[config.mk]
export PLATFORM = sky130hd
export DESIGN_NAME = mult_bus_arbiter
export DESIGN_NICKNAME = d
export VERILOG_FILES = /design/src/rtl/mult_arb_pkg.sv /design/src/rtl/mult_arb_pick.sv /design/src/rtl/mult_bus_arbiter.sv
export SDC_FILE = /design/constraint.sdc
export NUM_CORES = 1
export LEC_CHECK = 0
export ABC_CLOCK_PERIOD_IN_PS = 2450
export BUFFER_PORTS_ARGS = -buffer_cell sky130_fd_sc_hd__buf_2
export CORE_ASPECT_RATIO = 1.1
export CORE_UTILIZATION = 51
export CTS_CLUSTER_SIZE = 12
export DETAILED_ROUTE_END_ITERATION = 7
export GPL_ROUTABILITY_DRIVEN = 0
export PLACE_DENSITY = 0.8
export SETUP_SLACK_MARGIN = 0.05
export SYNTH_ARGS = -nofsm -noshare
export SYNTH_HDL_FRONTEND = slang
export SYNTH_SLANG_ARGS = --single-unit
[constraint.sdc]
create_clock -name clk -period 2.45 [get_ports clk]
set_input_delay 0 -clock clk [delete_from_list [all_inputs] [get_ports clk]]
set_output_delay 0 -clock clk [all_outputs]
set_load 0.01 [all_outputs]
[src/rtl/mult_arb_pkg.sv]
// mult_arb_pkg: shared state encoding and default sizing for mult_bus_arbiter.
package mult_arb_pkg;

   typedef enum logic [2:0] {
      IDLE,
      START,
      OPA,
      OPB,
      WAIT,
      RESP
   } arb_state_e;

   localparam int W_DEF       = 8;
   localparam int TIMEOUT_DEF = 64;

   // Counter must be able to hold the value TIMEOUT itself.
   function automatic int cnt_width(input int timeout);
      return $clog2(timeout + 1);
   endfunction

endpackage

[src/rtl/mult_arb_pick.sv]
// mult_arb_pick: combinational winner select for mult_bus_arbiter.
// Optional feature macro: MULT_ARB_RR_EN (round-robin search from ptr);
// without it, fixed priority with index 0 highest and no ptr port.
module mult_arb_pick
   import mult_arb_pkg::*;
#(
   parameter int NREQ = 4,
   parameter int PW   = $clog2(NREQ)
) (
   input  logic [NREQ-1:0] req,
`ifdef MULT_ARB_RR_EN
   input  logic [PW-1:0]   ptr,
`endif
   output logic [NREQ-1:0] gnt_oh,
   output logic [PW-1:0]   idx
);

   logic [PW-1:0] sel;

   // Scan from the lowest search offset last so it overrides higher ones.
   always_comb begin
      gnt_oh = '0;
      idx    = '0;
      sel    = '0;
      for (int k = NREQ - 1; k >= 0; k--) begin
`ifdef MULT_ARB_RR_EN
         sel = PW'((int'(ptr) + k) % NREQ);
`else
         sel = PW'(k);
`endif
         if (req[sel]) begin
            gnt_oh      = '0;
            gnt_oh[sel] = 1'b1;
            idx         = sel;
         end
      end
   end

endmodule

[src/rtl/mult_bus_arbiter.sv]
// mult_bus_arbiter: shares one shared-bus multiplier among NREQ requesters.
// Sequence per transaction: IDLE(grant) START OPA OPB WAIT.. RESP.
// Optional feature macro: MULT_ARB_RR_EN selects round-robin arbitration;
// default build is fixed priority (lowest index wins).
// The enclosing level owns the tri-state onto databus using
// mult_bus_oe / mult_bus_out; mult_bus_in is the resolved bus.
module mult_bus_arbiter
   import mult_arb_pkg::*;
#(
   parameter int NREQ    = 4,
   parameter int W       = W_DEF,
   parameter int TIMEOUT = TIMEOUT_DEF
) (
   input  logic              clk,
   input  logic              rst_n,
   input  logic [NREQ-1:0]   req,
   input  logic [NREQ*W-1:0] opa,
   input  logic [NREQ*W-1:0] opb,
   output logic [NREQ-1:0]   gnt,
   output logic [NREQ-1:0]   rsp_valid,
   output logic [2*W-1:0]    rsp_data,
   output logic              rsp_err,
   output logic              mult_start,
   output logic [W-1:0]      mult_bus_out,
   output logic              mult_bus_oe,
   input  logic [W-1:0]      mult_bus_in,
   input  logic              mult_msb_out,
   input  logic              mult_lsb_out,
   input  logic              mult_done
);

   localparam int PW = $clog2(NREQ);
   localparam int CW = cnt_width(TIMEOUT);
   localparam logic [NREQ-1:0] ONE = NREQ'(1);

   arb_state_e                 state;
   logic [W-1:0]               a_q, b_q;
   logic [PW-1:0]              idx_q;
   logic [2*W-1:0]             res_q, res_nxt;
   logic [CW-1:0]              cnt_q;
   logic [NREQ-1:0]            pick_oh;
   logic [PW-1:0]              pick_idx;
   logic [NREQ-1:0][W-1:0]     opa_v, opb_v;

   assign opa_v = opa;
   assign opb_v = opb;

`ifdef MULT_ARB_RR_EN
   logic [PW-1:0] ptr_q;

   mult_arb_pick #(.NREQ(NREQ), .PW(PW)) u_pick (
      .req    (req),
      .ptr    (ptr_q),
      .gnt_oh (pick_oh),
      .idx    (pick_idx)
   );

   // Advance the round-robin start point just past each winner.
   always_ff @(posedge clk or negedge rst_n) begin
      if (!rst_n)
         ptr_q <= '0;
      else if (state == IDLE && |req)
         ptr_q <= (pick_idx == PW'(NREQ - 1)) ? '0 : pick_idx + 1'b1;
   end
`else
   mult_arb_pick #(.NREQ(NREQ), .PW(PW)) u_pick (
      .req    (req),
      .gnt_oh (pick_oh),
      .idx    (pick_idx)
   );
`endif

   // Result as it will be after this edge's byte strobes; MSB and LSB may both fire.
   always_comb begin
      res_nxt = res_q;
      if (mult_msb_out) res_nxt[2*W-1:W] = mult_bus_in;
      if (mult_lsb_out) res_nxt[W-1:0]   = mult_bus_in;
   end

   // Transaction FSM; every output is registered and set on entry to its state.
   always_ff @(posedge clk or negedge rst_n) begin
      if (!rst_n) begin
         state        <= IDLE;
         a_q          <= '0;
         b_q          <= '0;
         idx_q        <= '0;
         res_q        <= '0;
         cnt_q        <= '0;
         gnt          <= '0;
         rsp_valid    <= '0;
         rsp_data     <= '0;
         rsp_err      <= 1'b0;
         mult_start   <= 1'b0;
         mult_bus_oe  <= 1'b0;
         mult_bus_out <= '0;
      end else begin
         gnt          <= '0;
         rsp_valid    <= '0;
         rsp_data     <= '0;
         rsp_err      <= 1'b0;
         mult_start   <= 1'b0;
         mult_bus_oe  <= 1'b0;
         mult_bus_out <= '0;
         unique case (state)
            IDLE: begin
               if (|req) begin
                  a_q        <= opa_v[pick_idx];
                  b_q        <= opb_v[pick_idx];
                  idx_q      <= pick_idx;
                  res_q      <= '0;
                  gnt        <= pick_oh;
                  mult_start <= 1'b1;
                  state      <= START;
               end
            end
            START: begin
               mult_bus_oe  <= 1'b1;
               mult_bus_out <= a_q;
               state        <= OPA;
            end
            OPA: begin
               mult_bus_oe  <= 1'b1;
               mult_bus_out <= b_q;
               state        <= OPB;
            end
            OPB: begin
               cnt_q <= '0;
               state <= WAIT;
            end
            WAIT: begin
               res_q <= res_nxt;
               cnt_q <= cnt_q + 1'b1;
               if (mult_done) begin
                  rsp_valid <= ONE << idx_q;
                  rsp_data  <= res_nxt;
                  state     <= RESP;
               end else if ((cnt_q + 1'b1) == CW'(TIMEOUT)) begin
                  rsp_valid <= ONE << idx_q;
                  rsp_data  <= res_nxt;
                  rsp_err   <= 1'b1;
                  state     <= RESP;
               end
            end
            RESP: begin
               state <= IDLE;
            end
            default: begin
               state <= IDLE;
            end
         endcase
      end
   end

endmodule

Yosys cells after proc, flatten, opt, wreduce, memory -nomap -nowiden
Cells that the tools add are included.
{"block": "classes", "n_addsub": 1, "n_mul": 0, "div": 0, "order_cmp": 1, "eq_ne": 7, "n_shift": 1, "muxes": 36, "n_bitwise": 0, "reduce_logical": 8}
{"operator": "$mux W16", "n": 4}
{"operator": "$mux W4", "n": 9}
{"operator": "$bmux W8 S2", "n": 2}
{"operator": "$mux W8", "n": 4}
{"operator": "$pmux W16 S2", "n": 1}
{"operator": "$pmux W8 S2", "n": 1}
{"operator": "$pmux W3 S5", "n": 1}
{"operator": "$pmux W7 S2", "n": 1}
{"operator": "$mux W3", "n": 3}
{"operator": "$mux W2", "n": 4}
{"operator": "$add A7 B1 Y7 const B", "n": 1}
{"operator": "$eq A7 B7 Y1 const B", "n": 1}
{"operator": "$eq A3 B2 Y1 const B", "n": 2}
{"operator": "$mux W1", "n": 6}
{"operator": "$reduce_and A2 Y1", "n": 3}
{"operator": "$reduce_bool A2 Y1", "n": 2}
{"operator": "$reduce_or A4 Y1", "n": 1}
{"operator": "$shl A1 B2 Y4 const A", "n": 1}
{"operator": "$eq A3 B1 Y1 const B", "n": 1}
{"operator": "$eq A3 B3 Y1 const B", "n": 1}
{"operator": "$logic_not A3 Y1", "n": 1}
{"operator": "$lt A2 B3 Y1 const B", "n": 1}
{"operator": "$ne A3 B3 Y1 const B", "n": 1}
{"operator": "$ne A2 B2 Y1 const B", "n": 1}
{"operator": "$reduce_or A2 Y1", "n": 1}
{"block": "word_totals", "regBits": 79, "latch_bits": 0, "ramBits": 0, "rom_bits": 0, "elab_cells": 67, "memories": 0}

Logic depth before layout (Yosys ltp)
Gate-level depths: netlist of run 1.
{"block": "logic_depth", "depth_word": 6, "mapped_depth": 7, "ltp_nobuf": 5}

Cells and area by module
From an unflattened synthesis of run 1, not the netlist that was laid out.
{"block": "hier_totals", "cells_unflattened": 318, "hier_area_um2": 3918.8}
{"module": "mult_bus_arbiter", "instances": 1, "cells_per_inst": 309, "area_each_um2": 3858.7, "seq_area_each_um2": 1976.9}
{"module": "mult_arb_pick", "instances": 1, "cells_per_inst": 9, "area_each_um2": 60.1, "seq_area_each_um2": 0.0}

Least setup slack after synthesis of run 1
Ideal clock, no wire load.
{"block": "synth_path", "kind": "register to register", "startpoint": "reg cnt_q[0]", "endpoint": "reg rsp_valid[0]", "t_arrival_ns": 1.757, "required_ns": 2.339, "setup_slack_ns": 0.581, "path_stages_with_launch": 7, "n_path_buf": 1, "synth_period_minus_slack_ns": 1.869, "path_cell_list": "dfrtp_1 > ha_1 > and4_1 > a32o_1 > o2111ai_1 > buf_4 > a2111oi_2"}
{"block": "synth_via", "elab_chain_cells": 5}
{"item": "from (decl)", "line": "mult_bus_arbiter.sv:40", "text": "logic [CW-1:0] cnt_q;"}
{"item": "from (signal assigned)", "line": "mult_bus_arbiter.sv:132", "text": "cnt_q <= cnt_q + 1'b1;"}
{"item": "$add A7 B1 Y7", "line": "mult_bus_arbiter.sv:137", "text": "end else if ((cnt_q + 1'b1) == CW'(TIMEOUT)) begin"}
{"item": "$eq A7 B7 Y1", "line": "mult_bus_arbiter.sv:137"}
{"item": "$mux W4", "line": "mult_bus_arbiter.sv:137"}
{"item": "$mux W4", "line": "mult_bus_arbiter.sv:133", "text": "if (mult_done) begin"}
{"item": "$mux W4", "line": "mult_bus_arbiter.sv:104", "text": "unique case (state)"}
{"item": "to (signal assigned)", "line": "mult_bus_arbiter.sv:134", "text": "rsp_valid <= ONE << idx_q;"}
{"item": "to (signal assigned)", "line": "mult_bus_arbiter.sv:138", "text": "rsp_valid <= ONE << idx_q;"}
{"item": "to (decl)", "line": "mult_bus_arbiter.sv:20", "text": "output logic [NREQ-1:0] rsp_valid,"}
No other way between the ends.
A chain may end at the register's enable or synchronous reset.

Final worst setup path of run 1
{"block": "layout_path", "startpoint": "in req[2]", "endpoint": "reg a_q[3]"}
{"block": "layout_via", "elab_chain_cells": 5}
{"item": "from (decl)", "line": "mult_bus_arbiter.sv:16", "text": "input logic [NREQ-1:0] req,"}
{"item": "$mux W2 (3 in a row)", "line": "mult_arb_pick.sv:31", "text": "if (req[sel]) begin"}
{"item": "$bmux W8 S2", "line": "mult_bus_arbiter.sv:107", "text": "a_q <= opa_v[pick_idx];"}
{"item": "$mux W8 (implied by the code)", "line": "mult_bus_arbiter.sv:107"}
{"item": "to (signal assigned)", "line": "mult_bus_arbiter.sv:107"}
{"item": "to (decl)", "line": "mult_bus_arbiter.sv:37", "text": "logic [W-1:0] a_q, b_q;"}
Several ways; a longest one is shown, not always the timed one. The select of a mux whose other input is x is not followed.

==> results of run 1 <==
-- layer usage --
metal  up-vias  track usage
met5         -            0
met4         0        0.129
met3        21       0.0427
met2       161        0.456
met1      1624        0.346
li1       1563            -
-- cell type report --
type	count	area, µm²
clock buffer	9	124
clock inverter	7	85.1
fill	442	1770
inverter	9	33.8
multi-input combinational	206	1580
sequential	79	1980
tap	85	106
timing repair buffer	191	1340
-- how the worst max path moves through the flow --
stage | to | cells past startpoint | slack, ns
final | a_q[3] | 8 | 0.21
after global routing | a_q[3] | 8 | 0.11
after CTS | b_q[3] | 8 | 0.24
after detailed placement | rsp_valid[3] | 6 | 0.30
after global placement | rsp_valid[3] | 6 | 0.46
after floorplan | rsp_valid[0] | 6 | 0.58
-- registers in the layout, indices dropped and copies added, names as in the netlist --
register	flops
a_q	8
res_q	16
cnt_q	7
rsp_data	16
mult_bus_out	8
b_q	8
mult_start	1
idx_q	2
mult_bus_oe	1
state	3
gnt	4
rsp_valid	4
rsp_err	1
-- critical path, cell delays in order --
cell and delay [ns]:
dlygate4sd3_1 0.53, buf_2 0.14, nand2b_1 0.19, a21oi_4 0.17, buf_6 0.34, mux2i_1 0.26, dlygate4sd3_1 0.59, o221ai_1 0.16
-- cells in the final DEF (no fill, tap or decap), types with 3 or more instances in the layout --
master         netlist  final
nor2_1              15     15
a2111oi_2            3      3
nor3_1               4      4
dfrtp_1             79     79
a22oi_1              8      8
a22o_1              17     17
buf_2                9    114
o21ai_1              4      4
nand2_1             21     21
clkbuf_8             0      9
inv_1                9      9
buf_4                1      3
a211oi_1            17     17
mux2i_1             48     48
and2_1               4      4
dlygate4sd3_1        0     73
nand3b_1             3      3
o221ai_1            16     16
o21ai_0             11     11
-- power breakdown --
group          internal, mW  total (mW)  switching, mW
Combinational         0.618        1.40          0.780
Sequential             1.66        1.93          0.271
Clock                 0.492        1.03          0.542
Total                  2.77        4.36           1.59
-- kinds of logic (layout without fill, tap and decap cells) --
logic type,count (synthesis),after routing,synth area share
multiplexers,49,49,0.134
AND/OR/NAND/NOR,62,62,0.0843
AO/OA/AOI/OAI,92,92,0.199
adder cells (fa/ha/maj),2,2,0.00680
flip-flops,79,79,0.537
buffers and inverters,32,216,0.0367
XOR/XNOR,1,1,0.00238
-- timing repair --
action / in CTS / in global routing
setup endpoints to repair: 0 / 3
hold endpoints to repair: 118 / 1
gates resized for setup: 0 / 1
hold buffers: 71 / 2
==> impl_metrics.toml, run 1 <==
[layout]
area.growth.synth_to_final_pct = 42.3
drive_above_1_share = 0.289
n_antenna_cell = 0
postLayoutCoreUtil = 0.747
stdcell_area_um2 = 5240
fin_cells = 586
nets = 579

[logic_synthesis]
ys.flop_type = "dfrtp_1"
ys_async_sr_fraction = 1.00
synth_area_leader_cell = "dfrtp_1"
synth_commonest_cells = "dfrtp_1, mux2i_1, nand2_1, a211oi_1, a22o_1"
synth_edf_count = 0
synth.top_cell.area_share = 0.537
ys_top_cells_by_area = "dfrtp_1, mux2i_1, a22o_1, o221ai_1, a211oi_1"
ys_seq_area_frac = 0.537
synth_most_common_cell = "dfrtp_1"
syn_nets = 400
yosysWarnings = 0
syn_area_um2 = 3680
synth.distinct_cells = 46
yosys_register_bits = 79
avgSynthCellArea_um2 = 11.6
netlist_instances = 317

[setup_path]
end_kind = "flip-flop"
critPathMaxFanout = 33
critical_path_arrival_ns = 2.41
reg2reg_from = "cnt_q[0]"
critPathLaunch = "req[2]"
r2r.worst_path.cells = 6
cp-start-kind = "input port"
crit_type = "in -> reg"
r2r_slack_ns = 0.25
r2r_end = "rsp_valid[3]"
required_ns = 2.61

[cts]
numClockSinks = 79
insertion_delay_ns = 0.36
h-tree-depth = 3
tritoncts.num_buffers = 9
cts_buffer_depth = 2
cts_tree = "built"
clkTransAtPathRegs_ns = 0.09
ctsRootBufferMaster = "clkbuf_8"
cts_setup_buffers = 0

[placement]
dp_hpwl_um = 5660
dp_cells = 497
place_area_um2 = 4290
port_buffers = 115
dp_slack_ns = 0.303

[drt]
detail_route.wl_per_cell_um = 17.0
wirelength_um = 9970
drtIter0Drc = 243
highest_layer = "met4"
met3WireLength_um = 624
dr_total_vias = 3369
firstDrtPassIters = 4
wl_met1_um = 4160
drcViolationCount = 0
viasPerCell = 5.75
wl_met2_um = 4970
ant_nets = 0

[global_routing]
grt_overflow = 0
grt_pass1_vias = 3387
global_route.usage.total = 0.272
grt_pass1_wl_um = 16200
grt_max_degree = 80
antenna_found_initial = 0

[sta]
tns_ns = 0
tightest_slew_ns = 1.24
timing.final.crit_share = 0.916
max-slew-margin-rel = 0.167
rsz0062_at_grt = "no"
finClkSkew_ns = 0.0105
holdWs_ns = -0.000150
fin_ws_ns = 0.206
period_needed_ns = 2.24
fmax_ghz = 0.446
final_hold_viol_count = 1
slew_violations = 0
setup_violations = 0

[floorplanning]
start_util = 0.525
num_rows = 32
die_h_um = 91.1
die_w_um = 83.0
ioPinCount = 116
dieArea_um2 = 7560
core_um2 = 7010

[power_and_ir_drop]
leakagePower_nw = 2.57
power_density_nw_per_um2 = 833
finalPower_mw = 4.36
peakVddDrop_mv = 0.486

[min_path]
min_to = "b_q[4]"
hp-start = "opb[4]"
holdCritPathClass = "in -> reg"
worstHoldPathCells = 3

[job]
drv_cap = 0

[outcome]
violations = "hold timing"
status = "finished with violations"
Note: power is estimated with default switching activity, not from simulation.
==> run 2, diff against run 1 <==
ABC_CLOCK_PERIOD_IN_PS = not set   (was 2450)
CORE_ASPECT_RATIO = 1.5   (was 1.1)
==> run 2 against run 1 <==
  * The run ends with DRC left
  * Setup slack lost 0.034 ns
  * Global-route usage grew 2.4 points
  * Die area is essentially flat
  * Clock skew grew 0.0013 ns
  * Total power grew 1.8%
  * Combinational power grew 7%
  * Hold slack gained 0.018 ns
  * Highest routed layer unchanged
==> impl_metrics.toml, run 2 (same netlist as run 1, synthesis figures left out) <==
[cts]
clkTransAtPathRegs_ns = 0.08
insertion_delay_ns = 0.36
cts_tree = "built"
ctsRootBufferMaster = "clkbuf_8"
h-tree-depth = 3
numClockSinks = 79
tritoncts.num_buffers = 9
cts_buffer_depth = 2

[sta]
timing.final.crit_share = 0.930
finClkSkew_ns = 0.0118
setup_violations = 0
fmax_ghz = 0.439
final_hold_viol_count = 0
rsz0062_at_grt = "no"
tightest_slew_ns = 1.39
fin_ws_ns = 0.171
tns_ns = 0
max-slew-margin-rel = 0.0646
period_needed_ns = 2.28
slew_violations = 0

[global_routing]
grt_max_degree = 80
global_route.usage.total = 0.297
grt_pass1_wl_um = 17100
grt_pass1_vias = 3475
use_met2 = 0.480
grt_use_met1 = 0.360
gr-usage-met3 = 0.0825
grt_overflow = 0
antenna_found_initial = 0
busiest_layer = "met2"

[drt]
detail_route.wl_per_cell_um = 18.7
firstDrtPassIters = 7
drcViolationCount = 6
wirelength_um = 11000
dr_total_vias = 3473
viasPerCell = 5.90
ant_nets = 0
drtIter0Drc = 330

[outcome]
status = "finished with violations"
violations = "DRC"

[layout]
nFillCells = 391
drive_above_1_share = 0.295
mostFrequentLayoutCells = "buf_2, dfrtp_1, dlygate4sd3_1"
n_antenna_cell = 0
nets = 589
top_regs = "res_q: 16 flops, rsp_data: 16 flops"
area.growth.synth_to_final_pct = 45.0
layout_commonest_cell = "buf_2"

[setup_path]
end_kind = "flip-flop"
cp_cell_sequence = "dlygate4sd3_1, buf_2, nand2b_1, a21oi_4, buf_12, mux2i_1, dlygate4sd3_1, o221ai_1"
crit_type = "in -> reg"
critPathMaxStageDelay_ns = 0.61
cpMostUsedCell = "dlygate4sd3_1"
cp-start-kind = "input port"
critPathSlowestCell = "dlygate4sd3_1"
critPathMaxFanout = 18
required_ns = 2.63
critical_path_arrival_ns = 2.46

[power_and_ir_drop]
finalPower_mw = 4.44
power_density_nw_per_um2 = 832
peakVddDrop_mv = 0.543
leakagePower_nw = 2.63

[placement]
port_buffers = 115
dp_hpwl_um = 5810
dp_slack_ns = 0.241

[floorplanning]
start_util = 0.533
dieArea_um2 = 7570
die_h_um = 106
core_um2 = 6900
ioPinCount = 116
num_rows = 37
die_w_um = 71.4

[min_path]
holdCritPathClass = "in -> reg"

[job]
drv_cap = 0
[run 2: changes by cell type in the layout (fill, tap and decap cells not counted), moves of 2 or more]
| cell | change |
|---|---|
| buf_12 | +2 |
| inv_8 | -2 |
| clkinvlp_4 | -2 |
| dlygate4sd3_1 | +4 |
| clkbuf_8 | +2 |
| buf_4 | +5 |
[run 2: metrics by stage]
stage	cell area, µm²	util	hold WS [ns]	instances
4_1_cts	5270	0.764	0.00293	583
3_5_place_dp	4300	0.624	0.214	491
3_3_place_gp	4300	0.624	0.206	491
2_1_floorplan	3680	-	-0.296	317
5_1_grt	5340	0.773	0.0198	589
6_report	5340	0.773	0.0182	589
[run 2: area by class of cell]
type | instances | area (µm²) | area share
Sequential cell | 79 | 1980 | 0.371
Multi-Input combinational cell | 206 | 1580 | 0.296
Timing Repair Buffer | 201 | 1440 | 0.270
Clock buffer | 12 | 155 | 0.0291
Tap cell | 78 | 97.6 | 0.0183
Clock inverter | 4 | 52.6 | 0.00985
Inverter | 9 | 33.8 | 0.00633
[run 2: worst paths after layout]
| kind | slack [ns] | start | to | cells after the start |
|---|---|---|---|---|
| hold reg to reg | 0.51 | cnt_q[6] | cnt_q[6] | 1 |
| hold / removal | 0.02 | opa[8] | a_q[0] | 3 |
| min in group asynchronous | 0.35 | rst_n | mult_bus_out[6] | 2 |
| setup reg to reg | 0.28 | cnt_q[1] | rsp_valid[3] | 6 |
| max in group asynchronous | 1.50 | rst_n | rsp_data[5] | 2 |
| setup / recovery | 0.17 | req[2] | a_q[4] | 8 |
[run 2: worst max-delay path, delay by kind of cell]
family          cells  cell delay (ns)
buf+inv             4             1.52
compound gates      2             0.45
mux                 1             0.25
simple gates        1             0.22
[run 2: power breakdown]
group | internal, mW | total [mW] | switching (mW)
clock | 0.531 | 1.01 | 0.481
sequential | 1.66 | 1.93 | 0.266
combinational | 0.639 | 1.50 | 0.861
total | 2.83 | 4.44 | 1.61
[run 2: what timing repair did]
item / 4_1_cts / 5_1_grt
setup buffers: 0 / 5
hold buffers: 76 / 1
setup endpoints to repair: 0 / 11
endpoints found under the hold margin: 118 / 1
resized for setup: 0 / 1
[run 2: layer usage]
metal / routed length [µm] / share of wire
met1: 4250 / 0.39
met2: 5470 / 0.50
met3: 956 / 0.087
met5: 0 / 0
met4: 358 / 0.032
